==> src/rtl/i2c_arb_pkg.sv <==
// rtl/i2c_arb_pkg.sv - shared constants for the I2C domain arbiter
// Purpose: FSM state encodings, domain labels, timer width and the
//          round-robin winner helper used by i2c_domain_arbiter.
// Ports:   none (package).
package i2c_arb_pkg;

  localparam int CNT_W = 16;

  localparam logic [2:0] ST_IDLE  = 3'd0;
  localparam logic [2:0] ST_GAP   = 3'd1;
  localparam logic [2:0] ST_START = 3'd2;
  localparam logic [2:0] ST_WAIT  = 3'd3;
  localparam logic [2:0] ST_RESP  = 3'd4;

  localparam logic DOMAIN_D1 = 1'b0;
  localparam logic DOMAIN_D2 = 1'b1;

  // Only meaningful when at least one request is present.
  function automatic logic pick_winner(input logic d1_req, input logic d2_req,
                                       input logic last_served);
    if (d1_req && d2_req) return ~last_served;
    else if (d2_req)      return DOMAIN_D2;
    else                  return DOMAIN_D1;
  endfunction

endpackage

==> src/rtl/i2c_arb_timer.sv <==
// rtl/i2c_arb_timer.sv - loadable down-counter with clear and expiry flag
// Purpose: counts the domain-switch quiet gap and the WAIT timeout; the two
//          phases never overlap so one counter serves both.
// Ports:   clk, rst (async active-high), clr (force to 0), load/load_val
//          (preset), expired (count is zero).
module i2c_arb_timer
  import i2c_arb_pkg::*;
(
  input  logic             clk,
  input  logic             rst,
  input  logic             clr,
  input  logic             load,
  input  logic [CNT_W-1:0] load_val,
  output logic             expired
);

  logic [CNT_W-1:0] count_q, count_d;

  always_comb begin
    count_d = count_q;
    if (clr)                count_d = '0;
    else if (load)          count_d = load_val;
    else if (count_q != '0) count_d = count_q - 1'b1;
  end

  always_ff @(posedge clk or posedge rst) begin
    if (rst) count_q <= '0;
    else     count_q <= count_d;
  end

  // A load of N-1 makes expiry land on the N-th cycle after the load edge.
  assign expired = (count_q == '0);

endmodule

==> src/rtl/i2c_domain_arbiter.sv <==
// rtl/i2c_domain_arbiter.sv - round-robin two-domain arbiter for the I2C master
// Purpose: shares i2c_sys_top between D1 and D2, labels the datapath with
//          domain_i2c, holds a quiet gap before a domain switch, isolates read
//          data per domain and (with I2C_ARB_TIMEOUT_EN) aborts hung reads.
// Ports:   dN_req/dN_addr in, dN_gnt/dN_rd_data/dN_valid/dN_err out;
//          sys_start/sys_slave_addr out, sys_done/sys_rd_data in;
//          domain_i2c, busy out. All outputs registered.
// Macro:   I2C_ARB_TIMEOUT_EN enables the WAIT timeout and dN_err strobes.
module i2c_domain_arbiter
  import i2c_arb_pkg::*;
#(
  parameter int TIMEOUT_CYCLES = 4096,
  parameter int SWITCH_GAP     = 16
) (
  input  logic       clk,
  input  logic       rst,
  input  logic       d1_req,
  input  logic [6:0] d1_addr,
  input  logic       d2_req,
  input  logic [6:0] d2_addr,
  output logic       d1_gnt,
  output logic       d2_gnt,
  output logic [7:0] d1_rd_data,
  output logic [7:0] d2_rd_data,
  output logic       d1_valid,
  output logic       d2_valid,
  output logic       d1_err,
  output logic       d2_err,
  output logic       domain_i2c,
  output logic       sys_start,
  output logic [6:0] sys_slave_addr,
  input  logic       sys_done,
  input  logic [7:0] sys_rd_data,
  output logic       busy
);

  localparam logic [CNT_W-1:0] GAP_LOAD = CNT_W'(SWITCH_GAP - 1);
  localparam logic [CNT_W-1:0] TO_LOAD  = CNT_W'(TIMEOUT_CYCLES - 1);

  logic [2:0] state_q, state_d;
  logic       winner_q, winner_d;
  logic       last_served_q, last_served_d;
  logic       domain_q, domain_d;
  logic [6:0] addr_q, addr_d;
  logic       sys_start_q, sys_start_d;
  logic       d1_gnt_q, d1_gnt_d, d2_gnt_q, d2_gnt_d;
  logic [7:0] d1_rd_data_q, d1_rd_data_d, d2_rd_data_q, d2_rd_data_d;
  logic       d1_valid_q, d1_valid_d, d2_valid_q, d2_valid_d;
  logic       d1_err_q, d1_err_d, d2_err_q, d2_err_d;
  logic       busy_q, busy_d;

  logic             win;
  logic             tmr_clr, tmr_load, tmr_expired;
  logic [CNT_W-1:0] tmr_load_val;

  assign win = pick_winner(d1_req, d2_req, last_served_q);

  i2c_arb_timer u_timer (
    .clk      (clk),
    .rst      (rst),
    .clr      (tmr_clr),
    .load     (tmr_load),
    .load_val (tmr_load_val),
    .expired  (tmr_expired)
  );

  always_comb begin
    state_d       = state_q;
    winner_d      = winner_q;
    last_served_d = last_served_q;
    domain_d      = domain_q;
    addr_d        = addr_q;
    sys_start_d   = 1'b0;
    d1_rd_data_d  = d1_rd_data_q;
    d2_rd_data_d  = d2_rd_data_q;
    d1_valid_d    = 1'b0;
    d2_valid_d    = 1'b0;
    d1_err_d      = 1'b0;
    d2_err_d      = 1'b0;
    tmr_load      = 1'b0;
    tmr_load_val  = '0;

    case (state_q)
      ST_IDLE: begin
        if (d1_req || d2_req) begin
          winner_d      = win;
          last_served_d = win;
          addr_d        = (win == DOMAIN_D2) ? d2_addr : d1_addr;
          if (win != domain_q) begin
            state_d      = ST_GAP;
            tmr_load     = 1'b1;
            tmr_load_val = GAP_LOAD;
          end else begin
            state_d     = ST_START;
            sys_start_d = 1'b1;
          end
        end
      end
      ST_GAP: begin
        // The label only moves once the bus has been quiet for the full gap.
        if (tmr_expired) begin
          state_d     = ST_START;
          sys_start_d = 1'b1;
          domain_d    = winner_q;
        end
      end
      ST_START: begin
        state_d      = ST_WAIT;
        tmr_load     = 1'b1;
        tmr_load_val = TO_LOAD;
      end
      ST_WAIT: begin
        // Completion wins over a timeout landing in the same cycle.
        if (sys_done) begin
          state_d = ST_RESP;
          if (winner_q == DOMAIN_D2) begin
            d2_rd_data_d = sys_rd_data;
            d2_valid_d   = 1'b1;
          end else begin
            d1_rd_data_d = sys_rd_data;
            d1_valid_d   = 1'b1;
          end
        end
`ifdef I2C_ARB_TIMEOUT_EN
        else if (tmr_expired) begin
          state_d  = ST_IDLE;
          d1_err_d = (winner_q == DOMAIN_D1);
          d2_err_d = (winner_q == DOMAIN_D2);
        end
`endif
      end
      ST_RESP: state_d = ST_IDLE;
      default: state_d = ST_IDLE;
    endcase

    tmr_clr  = (state_d == ST_IDLE) && (state_q != ST_IDLE);
    busy_d   = (state_d != ST_IDLE);
    d1_gnt_d = (state_d == ST_START || state_d == ST_WAIT || state_d == ST_RESP)
               && (winner_d == DOMAIN_D1);
    d2_gnt_d = (state_d == ST_START || state_d == ST_WAIT || state_d == ST_RESP)
               && (winner_d == DOMAIN_D2);
  end

  always_ff @(posedge clk or posedge rst) begin
    if (rst) begin
      state_q       <= ST_IDLE;
      winner_q      <= DOMAIN_D1;
      last_served_q <= DOMAIN_D2;
      domain_q      <= DOMAIN_D1;
      addr_q        <= '0;
      sys_start_q   <= 1'b0;
      d1_gnt_q      <= 1'b0;
      d2_gnt_q      <= 1'b0;
      d1_rd_data_q  <= '0;
      d2_rd_data_q  <= '0;
      d1_valid_q    <= 1'b0;
      d2_valid_q    <= 1'b0;
      d1_err_q      <= 1'b0;
      d2_err_q      <= 1'b0;
      busy_q        <= 1'b0;
    end else begin
      state_q       <= state_d;
      winner_q      <= winner_d;
      last_served_q <= last_served_d;
      domain_q      <= domain_d;
      addr_q        <= addr_d;
      sys_start_q   <= sys_start_d;
      d1_gnt_q      <= d1_gnt_d;
      d2_gnt_q      <= d2_gnt_d;
      d1_rd_data_q  <= d1_rd_data_d;
      d2_rd_data_q  <= d2_rd_data_d;
      d1_valid_q    <= d1_valid_d;
      d2_valid_q    <= d2_valid_d;
      d1_err_q      <= d1_err_d;
      d2_err_q      <= d2_err_d;
      busy_q        <= busy_d;
    end
  end

  assign d1_gnt         = d1_gnt_q;
  assign d2_gnt         = d2_gnt_q;
  assign d1_rd_data     = d1_rd_data_q;
  assign d2_rd_data     = d2_rd_data_q;
  assign d1_valid       = d1_valid_q;
  assign d2_valid       = d2_valid_q;
  assign d1_err         = d1_err_q;
  assign d2_err         = d2_err_q;
  assign domain_i2c     = domain_q;
  assign sys_start      = sys_start_q;
  assign sys_slave_addr = addr_q;
  assign busy           = busy_q;

endmodule

==> config.mk <==
export PLATFORM = sky130hd
export DESIGN_NAME = i2c_domain_arbiter
export DESIGN_NICKNAME = d
export VERILOG_FILES = /design/src/rtl/i2c_arb_pkg.sv /design/src/rtl/i2c_arb_timer.sv /design/src/rtl/i2c_domain_arbiter.sv
export SDC_FILE = /design/constraint.sdc
export NUM_CORES = 1
export LEC_CHECK = 0
export ABC_AREA = 1
export CAP_MARGIN = 25
export CELL_PAD_IN_SITES_DETAIL_PLACEMENT = 0
export CELL_PAD_IN_SITES_GLOBAL_PLACEMENT = 1
export CORE_AREA = 4 4 93 86
export DETAILED_ROUTE_END_ITERATION = 7
export DIE_AREA = 0 0 97 90
export GPL_TIMING_DRIVEN = 0
export PLACE_DENSITY_LB_ADDON = 0.1
export SYNTH_ARGS = -nofsm -noshare
export SYNTH_HDL_FRONTEND = slang
export SYNTH_HIERARCHICAL = 1
export SYNTH_SLANG_ARGS = --single-unit
==> constraint.sdc <==
create_clock -name clk -period 3.4 [get_ports clk]
set_input_delay 1.02 -clock clk [delete_from_list [all_inputs] [get_ports clk]]
set_output_delay 1.02 -clock clk [all_outputs]
set_load 0.005 [all_outputs]
==> impl_metrics.csv, run 1 <==
group,metric,value,unit
timing,rsz0062_at_grt,"false",
detailed_routing,num_vias,2286,
timing,skew,0.0132,ns
run_status,status,"complete, no violations",
worst_hold_path,hold_path_class,"register to register",
setup_path,timing.rr.start,"state_q[2]",
timing,period_needed,2.92,ns
setup_path,crit_top_cell,"o21ai_0",
clock_tree,clock-sinks,51,
timing,setup_viol_count_final,0,
detailed_routing,detail_route.wl_per_cell,12.5,um
pwr,p_per_area,839,mW/mm^2
floorplan,core-area,0.00700,sq mm
setup_path,crit_path_end_kind,"register",
timing,fmax,343,MHz
floorplan,die_x,97,um
final_layout,area_growth,29.8,%
timing,drv_slew,0,
synth,ys_seq_elements,51,
setup_path,crit_chain,"clkdlybuf4s50_1 -> nor2_1 -> nor2_2 -> buf_6 -> nand3_2 -> o21ai_0 -> buf_2 -> inv_2 -> buf_4 -> o21ai_0 -> a21oi_1 -> nand2_1 -> o21ai_1",
pwr,finalPower,2.99,mW
clock_tree,cts_tree,"yes",
synth,avgSynthCellArea,8.03,sq um
clock_tree,cts_root_buffer,"clkbuf_8",
detailed_routing,drc,0,
pwr,leakage,1.75,nW
job,maxCapViolCount,0,
clock_tree,htree_num_levels,2,
final_layout,antennaDiodeCount,0,
place,pre_cts_ws,0.134,ns
global_routing,grt_max_degree,19,
pwr,ir_worst_vdd,0.326,mV
clock_tree,cts-buffers-inserted,5,
place,io_buffers,56,
clock_tree,clk_pin_slew,0.10,ns
timing,timing.hold.ws,0.469,ns
synth,mappedNetlistArea,0.00275,sq mm
synth,synth-main-ff-cell,"dfrtp_1",
worst_hold_path,worstHoldStart,"last_served_q",
synth,yosysWarnings,6,
setup_path,cp_top_family,"buffers and inverters",
setup_path,reg2reg_setup_slack,1.12,ns
setup_path,worstReg2RegEnd,"u_timer/count_q[1]",
final_layout,nets,439,
detailed_routing,drt_iter0_markers,57,
setup_path,crit_cells,13,
place,detailed_place_hpwl,4.80,mm
detailed_routing,final_antenna_net_count,0,
final_layout,drive_above_1_share,0.170,
synth,synth_seq_area_share,0.465,
worst_hold_path,holdPathEnd,"last_served_q",
setup_path,required,3.61,ns
global_routing,antenna_found_initial,0,
setup_path,critPathMaxStageDelay,0.52,ns
clock_tree,ctsResizeCount,0,
clock_tree,cts_setup_buffers,0,
detailed_routing,via_per_inst,4.53,
floorplan,start_util,0.392,
timing,slew_headroom,0.471,
timing,layout_setup_ws,0.484,ns
worst_hold_path,whs_path_depth,2,
floorplan,rows,29,
setup_path,path_buf_inv,5,
clock_tree,clockBufferDepth,2,
timing,tightest_slew,0.793,ns
timing,period_share,0.858,
setup_path,arrival,3.12,ns
global_routing,grt_use_total,0.151,
synth,synth-async-reset-ratio,1.00,
detailed_routing,drt_wl_total,6.29,mm
floorplan,die-area,0.00873,sq mm
place,gp_congestion,0.825,
clock_tree,hold_buffers,0,
detailed_routing,drt_pre_antenna_iters,4,
synth,yosys.cell_types.count,32,
setup_path,criticalPathCategory,"primary input to register",
setup_path,reg2reg_depth,13,
global_routing,overflow,0,
global_routing,grt_pass1_vias,2304,
timing,hold_violations,0,
clock_tree,clock_latency,0.31,ns
floorplan,die_h,90,um
global_routing,grt_pass1_wl,11.0,mm
floorplan,ios,59,
synth,synth-edff-count,0,
setup_path,critPathLaunchType,"primary input",
setup_path,cp_max_fo,10,
timing,setup_tns,0,ns
setup_path,cp_slowest_cell,"clkdlybuf4s50_1",
synth,synthCells,342,
[worst min-delay path, delay by kind of cell (launching register included)]
kind | cells | cell delay (ns)
flops | 1 | 0.38
simple gates | 2 | 0.09
[logic make-up after synthesis]
group,after synthesis,synth area share
flops,51,0.465
compound gates,59,0.133
simple gates,177,0.309
buf+inv,53,0.0879
fa+ha+maj,1,0.00455
other cells,1,0.00136
[metrics by stage]
step / area [sq um] / std cells / utilization
2_1_floorplan: 2770 / 347 / -
3_3_place_gp: 3440 / 496 / 0.492
3_5_place_dp: 3470 / 497 / 0.496
4_1_cts: 3570 / 505 / 0.509
5_1_grt: 3570 / 505 / 0.509
6_report: 3570 / 505 / 0.509
[flip-flops by register name, indices dropped and copies added (netlist names), 3 cells and up]
name             cells
u_timer/count_q     16
sys_slave_addr       7
state_q              3
d1_rd_data           8
d2_rd_data           8
[per-layer routing]
layer  vias to the layer above  GRT usage  routed length, um
met5                         -          0                  0
met4                         0     0.0316                 53
met2                        40      0.248               2940
met1                      1032      0.198               2960
met3                         5     0.0433                338
li1                       1209          -                  -
[worst max-delay path by stage]
stage / startpoint / to
detailed placement: d2_req / u_timer/count_q[0]
CTS: d2_req / u_timer/count_q[1]
floorplan: d2_req / u_timer/count_q[0]
finish: d2_req / u_timer/count_q[1]
global placement: d2_req / u_timer/count_q[0]
global route: d2_req / u_timer/count_q[0]
[placed cells by master, fill, tap and decap left out, drive strengths merged]
| cell type | Yosys | final |
|---|---|---|
| buf | 8 | 9 |
| clkdlybuf4s50 | 0 | 56 |
| nand3 | 24 | 24 |
| ha | 1 | 1 |
| clkbuf | 2 | 7 |
| or2 | 7 | 7 |
| nand4 | 3 | 3 |
| nand2 | 84 | 84 |
| dfstp | 1 | 1 |
| conb | 1 | 6 |
| clkinv | 0 | 1 |
| o211ai | 1 | 1 |
| o21ai | 48 | 48 |
| dfrtp | 50 | 50 |
| a21oi | 9 | 9 |
| inv | 43 | 45 |
| nand3b | 1 | 1 |
| nor2 | 58 | 58 |
| o21bai | 1 | 1 |
[report_power, final]
| part | switching (mW) | internal [mW] | total [mW] |
|---|---|---|---|
| Combinational | 0.822 | 0.713 | 1.53 |
| Clock | 0.221 | 0.152 | 0.372 |
| Sequential | 0.200 | 0.885 | 1.09 |
| Total | 1.24 | 1.75 | 2.99 |
[synthesized netlist by cell type, types with 4 or more instances]
cell     instances  area [sq um]
nor2_1          49           184
inv_1           39           146
o21ai_1         10          50.1
o21ai_2         16           140
nand2_4          4          45.0
nand2_1         74           278
nand3_1         21           105
nor2_4           4          45.0
nand2_2          6          37.5
a21oi_1          8          40.0
nor2_2           5          31.3
or2_2            7          43.8
dfrtp_1         50          1250
o21ai_0         22           110
[layout make-up]
| class | count | area [sq um] |
|---|---|---|
| multi-input cells | 243 | 1250 |
| well taps | 93 | 116 |
| repair buffers | 57 | 588 |
| flip-flops and latches | 51 | 1280 |
| plain buffers | 10 | 77.6 |
| inverters | 43 | 164 |
| fillers | 682 | 3440 |
| clock inverters | 3 | 26.3 |
| clock buffers | 5 | 68.8 |
Note: power is estimated with default switching activity, not from simulation.
==> run 2, diff against run 1 <==
--- a/config.mk
+++ b/config.mk
@@ -9,9 +9,9 @@
 export CAP_MARGIN = 25
 export CELL_PAD_IN_SITES_DETAIL_PLACEMENT = 0
 export CELL_PAD_IN_SITES_GLOBAL_PLACEMENT = 1
-export CORE_AREA = 4 4 93 86
+export CORE_AREA = 4 4 96 89
 export DETAILED_ROUTE_END_ITERATION = 7
-export DIE_AREA = 0 0 97 90
+export DIE_AREA = 0 0 100 93
 export GPL_TIMING_DRIVEN = 0
 export PLACE_DENSITY_LB_ADDON = 0.1
 export SYNTH_ARGS = -nofsm -noshare
==> constraint.sdc (replaced) <==
create_clock -name clk -period 3.1 [get_ports clk]
set_input_delay 0.93 -clock clk [delete_from_list [all_inputs] [get_ports clk]]
set_output_delay 0.93 -clock clk [all_outputs]
set_load 0.005 [all_outputs]
==> impl_metrics.csv, run 2 (synthesis gave the netlist of run 1 again) <==
group,metric,value,unit
final_layout,stdcell_count,507,
place,gp_congestion,0.765,
detailed_routing,drt_iter0_markers,39,
global_routing,grt_pass1_wl,11.3,mm
clock_tree,clockBufferDepth,2,
floorplan,core-area,0.00747,sq mm
pwr,leakage,1.73,nW
final_layout,final_util,0.476,
global_routing,grt_max_degree,36,
timing,hold_violations,0,
pwr,p_per_area,928,mW/mm^2
clock_tree,cts_tree,"yes",
global_routing,overflow,0,
detailed_routing,drt_pre_antenna_iters,4,
timing,drv_slew,0,
place,detailed_place_hpwl,4.93,mm
timing,rsz0062_at_grt,"false",
setup_path,arrival,3.07,ns
timing,skew,0.00801,ns
final_layout,final_cell_mix,"74 x nand2_1, 56 x clkdlybuf4s50_1, 50 x dfrtp_1, 49 x nor2_1, 38 x inv_1",
place,placed_cells,499,
floorplan,start_util,0.368,
final_layout,area_growth,29.3,%
timing,setup_tns,0,ns
global_routing,gr-usage-met3,0.0336,
detailed_routing,detail_route.wl_per_cell,12.7,um
job,maxCapViolCount,0,
setup_path,critPathLaunchType,"primary input",
clock_tree,clk_pin_slew,0.09,ns
detailed_routing,drc,0,
final_layout,antennaDiodeCount,0,
pwr,finalPower,3.30,mW
detailed_routing,final_antenna_net_count,0,
timing,tightest_slew,0.731,ns
clock_tree,cts-buffers-inserted,5,
global_routing,top_usage_layer,"met2",
timing,period_needed,2.88,ns
global_routing,grtUsageMet1,0.196,
pwr,ir_worst_vdd,0.384,mV
final_layout,nets,438,
place,io_buffers,56,
global_routing,antenna_found_initial,0,
worst_hold_path,hold_path_class,"register to register",
global_routing,grt_use_total,0.151,
setup_path,crit_path_end_kind,"register",
timing,period_share,0.929,
setup_path,required,3.29,ns
final_layout,largest_register_ffs,16,
clock_tree,clock-sinks,51,
clock_tree,cts_setup_buffers,0,
global_routing,grt_pass1_vias,2382,
clock_tree,clock_latency,0.29,ns
floorplan,ios,59,
global_routing,grtUsageMet2,0.261,
setup_path,cp_max_fo,10,
floorplan,rows,30,
setup_path,criticalPathCategory,"primary input to register",
timing,slew_headroom,0.512,
detailed_routing,via_per_inst,4.47,
final_layout,mostFrequentLayoutCell,"nand2_1",
floorplan,die-area,0.00930,sq mm
clock_tree,hold_buffers,0,
detailed_routing,drt_wl_total,6.43,mm
timing,setup_viol_count_final,0,
run_status,status,"complete, no violations",
detailed_routing,num_vias,2266,
clock_tree,htree_num_levels,2,
timing,fmax,347,MHz
floorplan,die_x,100,um
final_layout,regMostFlops,"u_timer/count_q",
final_layout,drive_above_1_share,0.170,
clock_tree,cts_root_buffer,"clkbuf_8",
floorplan,die_h,93,um
-- run 2: worst max-delay path, stage by stage --
cell and delay [ns]:
clkdlybuf4s50_1 0.52, nor2_1 0.07, nor2_2 0.16, buf_6 0.16, nand3_2 0.08, o21ai_0 0.20
clkbuf_4 0.32, inv_2 0.09, buf_4 0.18, o21ai_0 0.17, a21oi_1 0.06, nand2_1 0.07
o21ai_1 0.06
-- run 2: through the flow --
| step | hold slack [ns] | cell area [sq um] | setup WS [ns] |
|---|---|---|---|
| 6_report | 0.466 | 3550 | 0.221 |
| 5_1_grt | 0.505 | 3550 | 0.00916 |
| 2_1_floorplan | 0.444 | 2770 | 0.784 |
| 4_1_cts | 0.469 | 3550 | 0.181 |
| 3_5_place_dp | 0.453 | 3450 | -0.146 |
| 3_3_place_gp | 0.455 | 3450 | -0.156 |
-- run 2: what timing repair did --
action / CTS / global route
gates resized for setup: 0 / 1
endpoints found under the hold margin: 0 / 0
setup endpoints to repair: 0 / 1
-- run 2: per-layer routing --
layer | vias to the layer above | share of wire
li1 | 1203 | -
met1 | 1034 | 0.47
met2 | 27 | 0.50
met3 | 2 | 0.033
met4 | 0 | 0.0039
met5 | - | 0
-- run 2: cell type report --
cell class / instances / area, sq um
Timing Repair Buffer: 56 / 561
Clock inverter: 1 / 7.51
Tap cell: 96 / 120
Buffer: 10 / 80.1
Multi-Input combinational cell: 243 / 1250
Clock buffer: 7 / 96.3
Fill cell: 762 / 3920
Sequential cell: 51 / 1280
Inverter: 43 / 164
-- run 2: worst paths after layout --
check,start,endpoint,slack (ns),cells after the start
min in group asynchronous,rst,u_timer/count_q[2],1.08,2
hold reg to reg,last_served_q,last_served_q,0.47,2
setup reg to reg,state_q[2],u_timer/count_q[1],0.78,13
hold / removal,last_served_q,last_served_q,0.47,2
setup / recovery,d2_req,u_timer/count_q[1],0.22,13
max in group asynchronous,rst,state_q[0],1.52,2
-- run 2: power by group --
group	internal, mW	leakage, nW	switching, mW
logic	0.782	1.05	0.911
clock network	0.203	0.0505	0.217
registers	0.971	0.633	0.215
total	1.96	1.73	1.34
==> run 3, diff against run 2 <==
--- a/config.mk
+++ b/config.mk
@@ -9,11 +9,12 @@
 export CAP_MARGIN = 25
 export CELL_PAD_IN_SITES_DETAIL_PLACEMENT = 0
 export CELL_PAD_IN_SITES_GLOBAL_PLACEMENT = 1
-export CORE_AREA = 4 4 96 89
+export CORE_AREA = 4 4 116 107
 export DETAILED_ROUTE_END_ITERATION = 7
-export DIE_AREA = 0 0 100 93
+export DIE_AREA = 0 0 120 111
 export GPL_TIMING_DRIVEN = 0
 export PLACE_DENSITY_LB_ADDON = 0.1
+export SETUP_SLACK_MARGIN = 0.2
 export SYNTH_ARGS = -nofsm -noshare
 export SYNTH_HDL_FRONTEND = slang
 export SYNTH_HIERARCHICAL = 1
==> impl_metrics.csv, run 3 (synthesis gave the netlist of run 1 again) <==
group,metric,value,unit
setup_path,arrival,2.82,ns
global_routing,overflow,0,
clock_tree,cts_root_buffer,"clkbuf_16",
detailed_routing,final_antenna_net_count,0,
clock_tree,clock_latency,0.29,ns
timing,tightest_slew,0.742,ns
setup_path,criticalPathCategory,"primary input to register",
clock_tree,clk_pin_slew,0.07,ns
timing,skew,0.00881,ns
timing,period_needed,2.64,ns
final_layout,stdcell_count,568,
place,gp_congestion,0.770,
floorplan,core-area,0.0112,sq mm
pwr,ir_worst_vdd,0.319,mV
global_routing,antenna_found_initial,0,
pwr,comb_power_share,0.493,
final_layout,area_growth,34.3,%
setup_path,cp_slowest_cell,"clkdlybuf4s50_1",
final_layout,fill_cells,1221,
global_routing,grt_use_total,0.111,
worst_hold_path,hold_path_class,"register to register",
pwr,p_sw,1.43,mW
global_routing,grt_pass1_vias,2356,
timing,setup_viol_count_final,0,
detailed_routing,drc,0,
setup_path,crit_top_cell,"buf_6",
clock_tree,clock-sinks,51,
floorplan,ios,59,
setup_path,required,3.28,ns
setup_path,critPathMaxStageDelay,0.51,ns
timing,fmax,378,MHz
timing,hold_violations,0,
timing,period_share,0.853,
place,detailed_place_hpwl,5.35,mm
pwr,leakage,1.76,nW
detailed_routing,via_per_inst,4.07,
global_routing,grt_max_degree,36,
detailed_routing,drt_pre_antenna_iters,4,
setup_path,cp_max_fo,10,
floorplan,die_x,120,um
detailed_routing,drt_wl_total,7.24,mm
run_status,status,"complete, no violations",
final_layout,final_cell_mix,"74 x nand2_1, 56 x clkdlybuf4s50_1, 50 x dfrtp_1, 49 x nor2_1, 38 x inv_1",
clock_tree,htree_num_levels,2,
final_layout,antennaDiodeCount,0,
clock_tree,cts_tree,"yes",
pwr,p_int,2.08,mW
pwr,swShare,0.408,
detailed_routing,drt_iter0_markers,60,
pwr,finalPower,3.51,mW
final_layout,largest_register_ffs,16,
pwr,p_per_area,951,mW/mm^2
setup_path,critPathLaunchType,"primary input",
final_layout,regMostFlops,"u_timer/count_q",
floorplan,die_h,111,um
timing,setup_tns,0,ns
setup_path,crit_path_end_kind,"register",
final_layout,mostFrequentLayoutCell,"nand2_1",
detailed_routing,num_vias,2310,
floorplan,rows,37,
floorplan,start_util,0.244,
global_routing,grt_pass1_wl,11.9,mm
floorplan,die-area,0.0133,sq mm
pwr,p_clk_frac,0.165,
clock_tree,hold_buffers,0,
timing,drv_slew,0,
clock_tree,clockBufferDepth,2,
timing,slew_headroom,0.504,
detailed_routing,detail_route.wl_per_cell,12.7,um
place,io_buffers,56,
place,placed_cells,559,
final_layout,drive_above_1_share,0.175,
pwr,p_seq_frac,0.342,
clock_tree,cts-buffers-inserted,5,
timing,rsz0062_at_grt,"false",
final_layout,final_util,0.328,
final_layout,nets,439,
setup_path,crit_chain,"clkdlybuf4s50_1 -> nor2_1 -> nor2_2 -> buf_6 -> nand3_2 -> o21ai_2 -> buf_6 -> inv_2 -> buf_4 -> o21ai_0 -> a21oi_1 -> nand2_1 -> o21ai_1",
job,maxCapViolCount,0,
[run 3: cell types whose count changed in the layout (fill, tap and decap cells not counted), sizes merged]
cell,delta
buf,+2
clkbuf,-3
inv,+2
[run 3: what timing repair did]
item                       4_1_cts  5_1_grt
setup endpoints to repair       12        3
gates cloned                     0        0
setup buffers                    0        1
gates resized for setup          3        1
pin swaps                        0        1
[run 3: stage by stage]
step                      setup WS, ns  cell area (sq um)  hold slack, ns
after global placement          -0.231               3520           0.455
final                            0.457               3690           0.466
after CTS                        0.319               3680           0.470
after floorplan                  0.784               2770           0.444
after detailed placement        -0.235               3520           0.458
after global routing             0.208               3690           0.489
[run 3: final cells by class]
class | instances | area, sq um | area share
multi-input cells | 243 | 1250 | 0.339
clock buffers | 5 | 125 | 0.0339
plain buffers | 10 | 83.8 | 0.0227
inverters | 43 | 164 | 0.0444
well taps | 156 | 195 | 0.0529
repair buffers | 57 | 568 | 0.154
flip-flops and latches | 51 | 1280 | 0.346
clock inverters | 3 | 25.0 | 0.00678
[run 3: power groups by stage]
stage | logic [mW] | registers, mW | clock network (mW)
floorplan | 1.09 | 1.18 | 0
global placement | 1.74 | 1.21 | 0
detailed placement | 1.74 | 1.21 | 0
CTS | 1.75 | 1.20 | 0.605
global route | 1.97 | 1.24 | 0.630
finish | 1.73 | 1.20 | 0.579
[run 3: layer usage]
metal / global-route usage / part of all wire / vias to the layer above
li1: - / - / 1208
met1: 0.152 / 0.49 / 1069
met2: 0.181 / 0.47 / 31
met3: 0.0250 / 0.032 / 2
met4: 0.0229 / 0.0055 / 0
met5: 0 / 0 / -
[run 3: critical path: cells and delay by family]
family          cells  cell delay [ns]
buf+inv             5             1.06
compound gates      4             0.43
simple gates        4             0.39
[run 3: final timing paths]
kind	depth (start not counted)	from	slack, ns	endpoint
max	13	d2_req	0.46	u_timer/count_q[1]
min	2	last_served_q	0.47	last_served_q
max reg2reg	13	state_q[2]	1.03	u_timer/count_q[1]
min reg2reg	2	last_served_q	0.47	last_served_q
max in group asynchronous	2	rst	1.50	state_q[0]
min in group asynchronous	2	rst	1.11	d2_rd_data[4]
